File: src/rtl/if_stage_pkg.sv
// Shared fetch/decode constants: reset vector, PC increment and inter-stage bus widths.
// The decoder-side stage wrapper also imports this package.
package if_stage_pkg;

    localparam logic [31:0] RESET_PC        = 32'h1c00_0000;
    localparam logic [31:0] PC_STEP         = 32'd4;
    localparam int          FS_TO_DS_BUS_WD = 64;   // {fs_pc, fs_inst}
    localparam int          BR_BUS_WD       = 33;   // {br_taken, br_target}

    function automatic logic [31:0] seq_pc(input logic [31:0] pc, input logic [31:0] step);
        return pc + step;
    endfunction

endpackage

File: src/rtl/if_stage_if.sv
// Bundle of the fetch stage's SRAM, decode-handshake and redirect signals.
// The master side is the fetch stage; the slave side is the SRAM/decoder.
interface if_stage_if;

    logic        inst_sram_en;
    logic [31:0] inst_sram_addr;
    logic [31:0] inst_sram_rdata;
    logic        ds_allowin;
    logic        br_taken;
    logic [31:0] br_target;
    logic        fs_to_ds_valid;
    logic [31:0] fs_pc;
    logic [31:0] fs_inst;

    modport master (
        output inst_sram_en,
        output inst_sram_addr,
        input  inst_sram_rdata,
        input  ds_allowin,
        input  br_taken,
        input  br_target,
        output fs_to_ds_valid,
        output fs_pc,
        output fs_inst
    );

    modport slave (
        input  inst_sram_en,
        input  inst_sram_addr,
        output inst_sram_rdata,
        output ds_allowin,
        output br_taken,
        output br_target,
        input  fs_to_ds_valid,
        input  fs_pc,
        input  fs_inst
    );

endinterface

File: src/rtl/if_inst_buf.sv
// One-entry skid buffer holding the SRAM word while decode stalls.
// Clear has priority over capture; the output falls through to live SRAM data when empty.
module if_inst_buf
    import if_stage_pkg::*;
(
    input  logic        clk,
    input  logic        reset,
    input  logic        capture_i,
    input  logic        clear_i,
    input  logic [31:0] rdata_i,
    output logic        buf_valid_o,
    output logic [31:0] inst_o
);

    logic        buf_valid_q, buf_valid_d;
    logic [31:0] inst_buf_q,  inst_buf_d;

    always_comb begin
        buf_valid_d = buf_valid_q;
        inst_buf_d  = inst_buf_q;
        if (clear_i) begin
            buf_valid_d = 1'b0;
        end else if (capture_i) begin
            buf_valid_d = 1'b1;
            inst_buf_d  = rdata_i;
        end
    end

    always_ff @(posedge clk) begin
        if (reset) begin
            buf_valid_q <= 1'b0;
            inst_buf_q  <= 32'h0;
        end else begin
            buf_valid_q <= buf_valid_d;
            inst_buf_q  <= inst_buf_d;
        end
    end

    assign buf_valid_o = buf_valid_q;
    assign inst_o      = buf_valid_q ? inst_buf_q : rdata_i;

endmodule

File: src/rtl/if_stage.sv
// Instruction-fetch stage: owns the PC, issues 1-cycle-latency SRAM reads and
// offers {pc, inst} to decode, redirecting on taken branches reported by decode.
module if_stage #(
    parameter logic [31:0] RESET_PC = if_stage_pkg::RESET_PC,
    parameter logic [31:0] PC_STEP  = if_stage_pkg::PC_STEP
) (
    input  logic          clk,
    input  logic          reset,
    if_stage_if.master    bus
);
    import if_stage_pkg::*;

    logic                       fs_valid_q,    fs_valid_d;
    logic [31:0]                fs_pc_q,       fs_pc_d;
    logic                       rdata_fresh_q, rdata_fresh_d;

    logic [BR_BUS_WD-1:0]       br_bus;
    logic                       br_taken;
    logic [31:0]                br_target;
    logic [31:0]                nextpc;
    logic                       fs_ready_go;
    logic                       fs_allowin;
    logic                       sram_en;
    logic                       to_ds_valid;
    logic                       buf_valid;
    logic                       buf_capture;
    logic                       buf_clear;
    logic [31:0]                fs_inst;
    logic [FS_TO_DS_BUS_WD-1:0] fs_to_ds_bus;

    assign br_bus    = {bus.br_taken, bus.br_target};
    assign br_taken  = br_bus[BR_BUS_WD-1];
    assign br_target = br_bus[31:0];

    // A taken branch always frees the stage: the wrong-path instruction is dropped.
    always_comb begin
        nextpc      = br_taken ? br_target : seq_pc(fs_pc_q, PC_STEP);
        fs_ready_go = buf_valid | rdata_fresh_q;
        fs_allowin  = ~fs_valid_q | (fs_ready_go & bus.ds_allowin) | br_taken;
        sram_en     = ~reset & fs_allowin;
        to_ds_valid = ~reset & fs_valid_q & fs_ready_go & ~br_taken;
        buf_capture = fs_valid_q & rdata_fresh_q & ~buf_valid & ~bus.ds_allowin & ~br_taken;
        buf_clear   = (to_ds_valid & bus.ds_allowin) | br_taken;

        fs_valid_d    = fs_valid_q;
        fs_pc_d       = fs_pc_q;
        rdata_fresh_d = sram_en;
        if (fs_allowin) begin
            fs_valid_d = 1'b1;
            fs_pc_d    = nextpc;
        end
    end

    always_ff @(posedge clk) begin
        if (reset) begin
            fs_valid_q    <= 1'b0;
            fs_pc_q       <= RESET_PC - PC_STEP;
            rdata_fresh_q <= 1'b0;
        end else begin
            fs_valid_q    <= fs_valid_d;
            fs_pc_q       <= fs_pc_d;
            rdata_fresh_q <= rdata_fresh_d;
        end
    end

    if_inst_buf u_inst_buf (
        .clk         (clk),
        .reset       (reset),
        .capture_i   (buf_capture),
        .clear_i     (buf_clear),
        .rdata_i     (bus.inst_sram_rdata),
        .buf_valid_o (buf_valid),
        .inst_o      (fs_inst)
    );

    assign fs_to_ds_bus       = {fs_pc_q, fs_inst};
    assign bus.inst_sram_en   = sram_en;
    assign bus.inst_sram_addr = nextpc;
    assign bus.fs_to_ds_valid = to_ds_valid;
    assign bus.fs_pc          = fs_to_ds_bus[FS_TO_DS_BUS_WD-1:32];
    assign bus.fs_inst        = fs_to_ds_bus[31:0];

endmodule

File: src/flat_wrapper.sv
// flat-port wrapper written by rule: the top's interface ports become plain ports
module if_stage_flat import if_stage_pkg::*;
#(
    parameter logic [31:0] RESET_PC = if_stage_pkg::RESET_PC,
    parameter logic [31:0] PC_STEP  = if_stage_pkg::PC_STEP
)
  (clk, reset, bus_inst_sram_en, bus_inst_sram_addr, bus_inst_sram_rdata, bus_ds_allowin, bus_br_taken, bus_br_target, bus_fs_to_ds_valid, bus_fs_pc, bus_fs_inst);
  if_stage_if bus_i ();
  input  logic clk;
  input  logic reset;
  output wire logic [$bits(bus_i.inst_sram_en)-1:0] bus_inst_sram_en;
  output wire logic [$bits(bus_i.inst_sram_addr)-1:0] bus_inst_sram_addr;
  input wire logic [$bits(bus_i.inst_sram_rdata)-1:0] bus_inst_sram_rdata;
  input wire logic [$bits(bus_i.ds_allowin)-1:0] bus_ds_allowin;
  input wire logic [$bits(bus_i.br_taken)-1:0] bus_br_taken;
  input wire logic [$bits(bus_i.br_target)-1:0] bus_br_target;
  output wire logic [$bits(bus_i.fs_to_ds_valid)-1:0] bus_fs_to_ds_valid;
  output wire logic [$bits(bus_i.fs_pc)-1:0] bus_fs_pc;
  output wire logic [$bits(bus_i.fs_inst)-1:0] bus_fs_inst;
  assign bus_inst_sram_en = bus_i.inst_sram_en;
  assign bus_inst_sram_addr = bus_i.inst_sram_addr;
  assign bus_i.inst_sram_rdata = bus_inst_sram_rdata;
  assign bus_i.ds_allowin = bus_ds_allowin;
  assign bus_i.br_taken = bus_br_taken;
  assign bus_i.br_target = bus_br_target;
  assign bus_fs_to_ds_valid = bus_i.fs_to_ds_valid;
  assign bus_fs_pc = bus_i.fs_pc;
  assign bus_fs_inst = bus_i.fs_inst;
  if_stage #(.RESET_PC(RESET_PC), .PC_STEP(PC_STEP)) u_core (.clk(clk), .reset(reset), .bus(bus_i));
endmodule
File: config.mk
export PLATFORM = sky130hd
export DESIGN_NAME = if_stage_flat
export DESIGN_NICKNAME = d
export VERILOG_FILES = /design/src/rtl/if_stage_pkg.sv /design/src/rtl/if_stage_if.sv /design/src/rtl/if_inst_buf.sv /design/src/rtl/if_stage.sv /design/src/flat_wrapper.sv
export SDC_FILE = /design/constraint.sdc
export NUM_CORES = 1
export LEC_CHECK = 0
export BUFFER_PORTS_ARGS = -buffer_cell sky130_fd_sc_hd__buf_4
export CAP_MARGIN = 15
export CORE_ASPECT_RATIO = 0.9
export CORE_UTILIZATION = 49
export DETAILED_ROUTE_END_ITERATION = 12
export PLACE_DENSITY = 0.8
export SETUP_SLACK_MARGIN = 0.02
export SLEW_MARGIN = 25
export SYNTH_ARGS = -nofsm -noshare
export SYNTH_HDL_FRONTEND = slang
export SYNTH_SLANG_ARGS = --single-unit
File: constraint.sdc
create_clock -name clk -period 5.6 [get_ports clk]
set_input_delay 0.28 -clock clk [delete_from_list [all_inputs] [get_ports clk]]
set_output_delay 0.28 -clock clk [all_outputs]
set_load 0.03 [all_outputs]
Yosys cells after proc, flatten, opt, wreduce, memory -nomap -nowiden. Index checks and enable logic that the tools add are counted.

Register bits after elaboration: 67. Input bits: 68. Output and inout port bits: 98. Logic and storage cells: 30.

Add/sub/neg operators: 1. Multiplexer cells: 2. Bitwise gates (word level): 20. Reduce and logical (&&, ||, !) cells: 2.

Operator list (number): $mux 32 (2); $add 32x3->32 const B (1); $and 1x1->1 (10); $not 1->1 (6); $or 1x1->1 (4); $reduce_and 2->1 (1); $reduce_or 2->1 (1).

Longest topological paths before layout.
Word-level depth: 8. Depth in mapped cells: 7. Mapped depth without buffers: 5.

Modules after synthesis. A second synthesis with hierarchy kept.

Cell total of the unflattened synthesis: 522. Area total of the unflattened synthesis: 4423.0 sq um.

By module, submodules not included: if_stage (times used 1, cells each 338, area an instance 2492.4 sq um); if_inst_buf (times used 1, cells each 184, area an instance 1930.6 sq um).

Least setup slack after synthesis. OpenSTA, ideal clock, no wires.

Path type: register -> output. Start: reg u_core.fs_pc_q[2] (netlist: u_core.bus.fs_pc[2]). End: out bus_inst_sram_addr[16]. Arrival time: 2418 ps. Setup slack: 2902 ps. Stages on the path, launching flop included: 6. Path buffers: 0. Cell sequence: dfxtp_1 ha_1 nand4_2 nor4_2 a211oi_1 a311oi_1.

Cells in the longest elaborated chain, start to end: 2.

RTL lines: from (decl) (line if_stage.sv:14) `logic [31:0] fs_pc_q, fs_pc_d;`; from (signal assigned) (line if_stage.sv:57) `fs_pc_q <= RESET_PC - PC_STEP;`; from (signal assigned) (line if_stage.sv:61) `fs_pc_q <= fs_pc_d;`; $add 32x3->32 (line if_stage_pkg.sv:11) `return pc + step;`; $mux 32 (line if_stage.sv:37) `nextpc = br_taken ? br_target : seq_pc(fs_pc_q, PC_STEP);`; to (decl) (line flat_wrapper.sv:12) `output wire logic [$bits(bus_i.inst_sram_addr)-1:0] bus_inst_sram_addr;`.

Every way passes these cells.

Final worst setup path.
Start: reg u_core.fs_pc_q[15] (netlist: u_core.bus.fs_pc[15]). End: out bus_inst_sram_addr[26].

Same word-level chain as after synthesis.

==> summary.txt <==
leading area contributor after synthesis = dfxtp_1
Rel. slew slack = 0.3786
TritonRoute pass-1 iters = 6
Tot GR Track Use = 0.3009
hold buffer count at CTS = 0
fraction of power consumed by the clock network = 0.311
post-synthesis sequential area ratio = 0.3067
ranking of synthesized cells by area = dfxtp_1 (31%), mux2_2 (9.5%), nand2_1 (7.3%)
worst hold path class = input pin to flip-flop
final worst path period need = 2.965 ns
Final Cell Area = 5814 um2
final worst path period share = 0.5295
clk root buf = clkbuf_8
number of synthesized flops with an enable pin = 0
drt wl/cell = 16.99 um
maximum VDD drop = 0.1585 mV
cts bufs inserted = 9
CP max stage cell = nor4_1
Max Freq = 0.3373 GHz
Hold Vio Cnt, Final = 0
status = complete, no violations
Port Buffers = 165
crit path buf inv count = 1
Final ANT Viol Nets = 0
ordered list of cells on the worst path = nand4_1, nor4_1, a311oi_1, a311oi_1, buf_4
drt via density = 6.123
first-pass GRT wire length = 22540 um
Slew @ Worst Pin = 0.9311 ns
Critical Path RT = 5.32 ns
Cell Pwr Density = 259.8 nW/um2
nets = 758
Non-Filler Instances = 813
# rows = 32
PnR worst setup slack = 2.635 ns
setup TNS = 0 ns
DR iter-0 viols = 327
Detail Placement HPWL = 9664 um
post-cts resize count = 0
clk_lat worst skew = 0.34 ns
Critical Path Most Common Cell = a311oi_1
Crit Path Class = flip-flop to output pin
critical path arrival = 2.69 ns
starting density of the core = 0.5080
CTS H-tree depth = 3
Die Area = 9307 um2
Syn-to-layout area delta = 32.96%
cell-internal power = 954.1 uW
placed instance count = 797
global route overflow = 0
FF+latch count, synth = 67
total number of vias = 4978
share of the synthesized area in the top cell type = 0.3067
unrepaired setup endpoints after global routing = no
Critical Path Source Type = flip-flop
Crit path max-delay family = simple AND/OR/NAND/NOR gates
synthesized area = 4373 um2
YS warnings = 0
Yosys cell types = 62
Post-CTS Setup Repair Bufs = 0
vias in the first global route = 4707
initial antenna violation count = 0
Layout Skew = 0.009009 ns
clk sinks = 67
layout cell share with drive strength beyond 1 = 0.3415
Hold WS = 0.1824 ns
Avg Cell Area, Syn = 7.823 um2
clk buf depth = 2
clock-pin slew on the worst setup and hold paths = 0.08 ns
top-count cell post-synth = nand2_1
Critical Path Max Stage Delay = 0.80 ns
largest net degree at the start of global routing = 66
Slew Limit Fails = 0
switch share = 0.3683
Post-Route WL = 13810 um
Max Cap Viol = 0
post-synthesis net count = 628
Net Switching = 556.3 uW
Die Y = 91.62 um
Leak = 0.002294 uW
Die X = 101.6 um
Reg power frac = 0.358
DRC = 0
cell area after placement = 5587 um2
Setup violations, final = 0
routability cong. = 0.9762
Async S/R FF share, synth = 0
Post-Syn Instances = 559
pre-CTS setup slack = 2.381 ns
Gate power share = 0.331
I/O Pins = 166
CTS tree = built
Synth top cells by count = nand2_1 (85), dfxtp_1 (67), a21oi_1 (39)
top_reg_cell synth = dfxtp_1
core area = 8608 um2
crit-path max FO = 13
crit path capture type = output pin
Antenna Cells = 0
[cell type report]
type,count,area (um2)
repair buffers,167,1254
multi-input cells,438,2821
fillers,723,2794
clock inverters,5,85.08
well taps,119,148.9
inverters,6,22.52
clock buffers,11,141.4
flip-flops and latches,67,1341
[registers in the layout, indices dropped and copies added (netlist names)]
name                           cells
u_core.bus.fs_pc                  32
u_core.fs_valid_q                  1
u_core.rdata_fresh_q               1
u_core.u_inst_buf.buf_valid_o      1
u_core.u_inst_buf.inst_buf_q      32
[stage by stage]
stage            util  power (uW)
2_1_floorplan       -       865.2
3_3_place_gp   0.6490        1031
3_5_place_dp   0.6490        1043
4_1_cts        0.6753        1505
5_1_grt        0.6754        1570
6_report       0.6754        1510
[cell usage in the layout, fill, tap and decap left out, types with 8 or more instances in the layout]
master and instances:
buf_4 167, nand2_1 85, dfxtp_1 67, a21oi_1 39, mux2_2 37, nor2_1 34, nor3_1 21, o21ai_0 17
o31a_1 15, a311oi_1 15, and3_1 14, nand3_1 14, and2_1 12, a31oi_1 11, nor2b_1 10, nor4_1 10
clkbuf_8 10, nand4_1 9, or3_1 9, nand2b_1 8
[kinds of logic (layout without fill, tap and decap cells)]
group / Yosys count / count (layout) / share of synthesized area
AOI/OAI and AO/OA: 141 / 141 / 0.2298
xor gates and xnor gates: 6 / 6 / 0.01202
adders and majority gates: 1 / 1 / 0.002861
buffers and inverters: 54 / 189 / 0.04979
DFF: 67 / 67 / 0.3067
muxes: 39 / 39 / 0.09986
and+or+nand+nor: 251 / 251 / 0.2990
[routing by layer]
layer / global-route usage / vias to the layer above / wire length, um
li1: - / 2345 / -
met1: 0.3904 / 2319 / 5625
met2: 0.4764 / 277 / 6495
met3: 0.08537 / 37 / 1363
met4: 0.09903 / 0 / 328
met5: 0 / - / 0
[final timing paths]
check / start / end / slack [ns] / cells after the start
max reg2reg: u_core.u_inst_buf.buf_valid_o$_SDFFE_PP0P_ / u_core.bus.fs_pc[23]$_SDFFE_PP1P_ / 3.36 / 5
max: u_core.bus.fs_pc[15]$_SDFFE_PP1P_ / bus_inst_sram_addr[26] / 2.63 / 5
min reg2reg: u_core.u_inst_buf.inst_buf_q[14]$_SDFFE_PP0P_ / u_core.u_inst_buf.inst_buf_q[14]$_SDFFE_PP0P_ / 0.45 / 2
min: bus_inst_sram_rdata[14] / u_core.u_inst_buf.inst_buf_q[14]$_SDFFE_PP0P_ / 0.18 / 3
[power groups by stage]
stage	logic, uW	registers, uW	clock network, uW
5_1_grt	531	546	493
3_5_place_dp	493	550	0
4_1_cts	495	539	470
3_3_place_gp	483	548	0
6_report	500	541	469
2_1_floorplan	297	569	0
[worst reg2reg max path, cell delays in order (launching register included)]
cell     delay [ns]
dfxtp_1        0.37
buf_4          0.40
o21a_1         0.45
nor2_1         0.25
or4_1          0.47
a32oi_1        0.22
No activity file was read; power rests on OpenSTA's default activity.
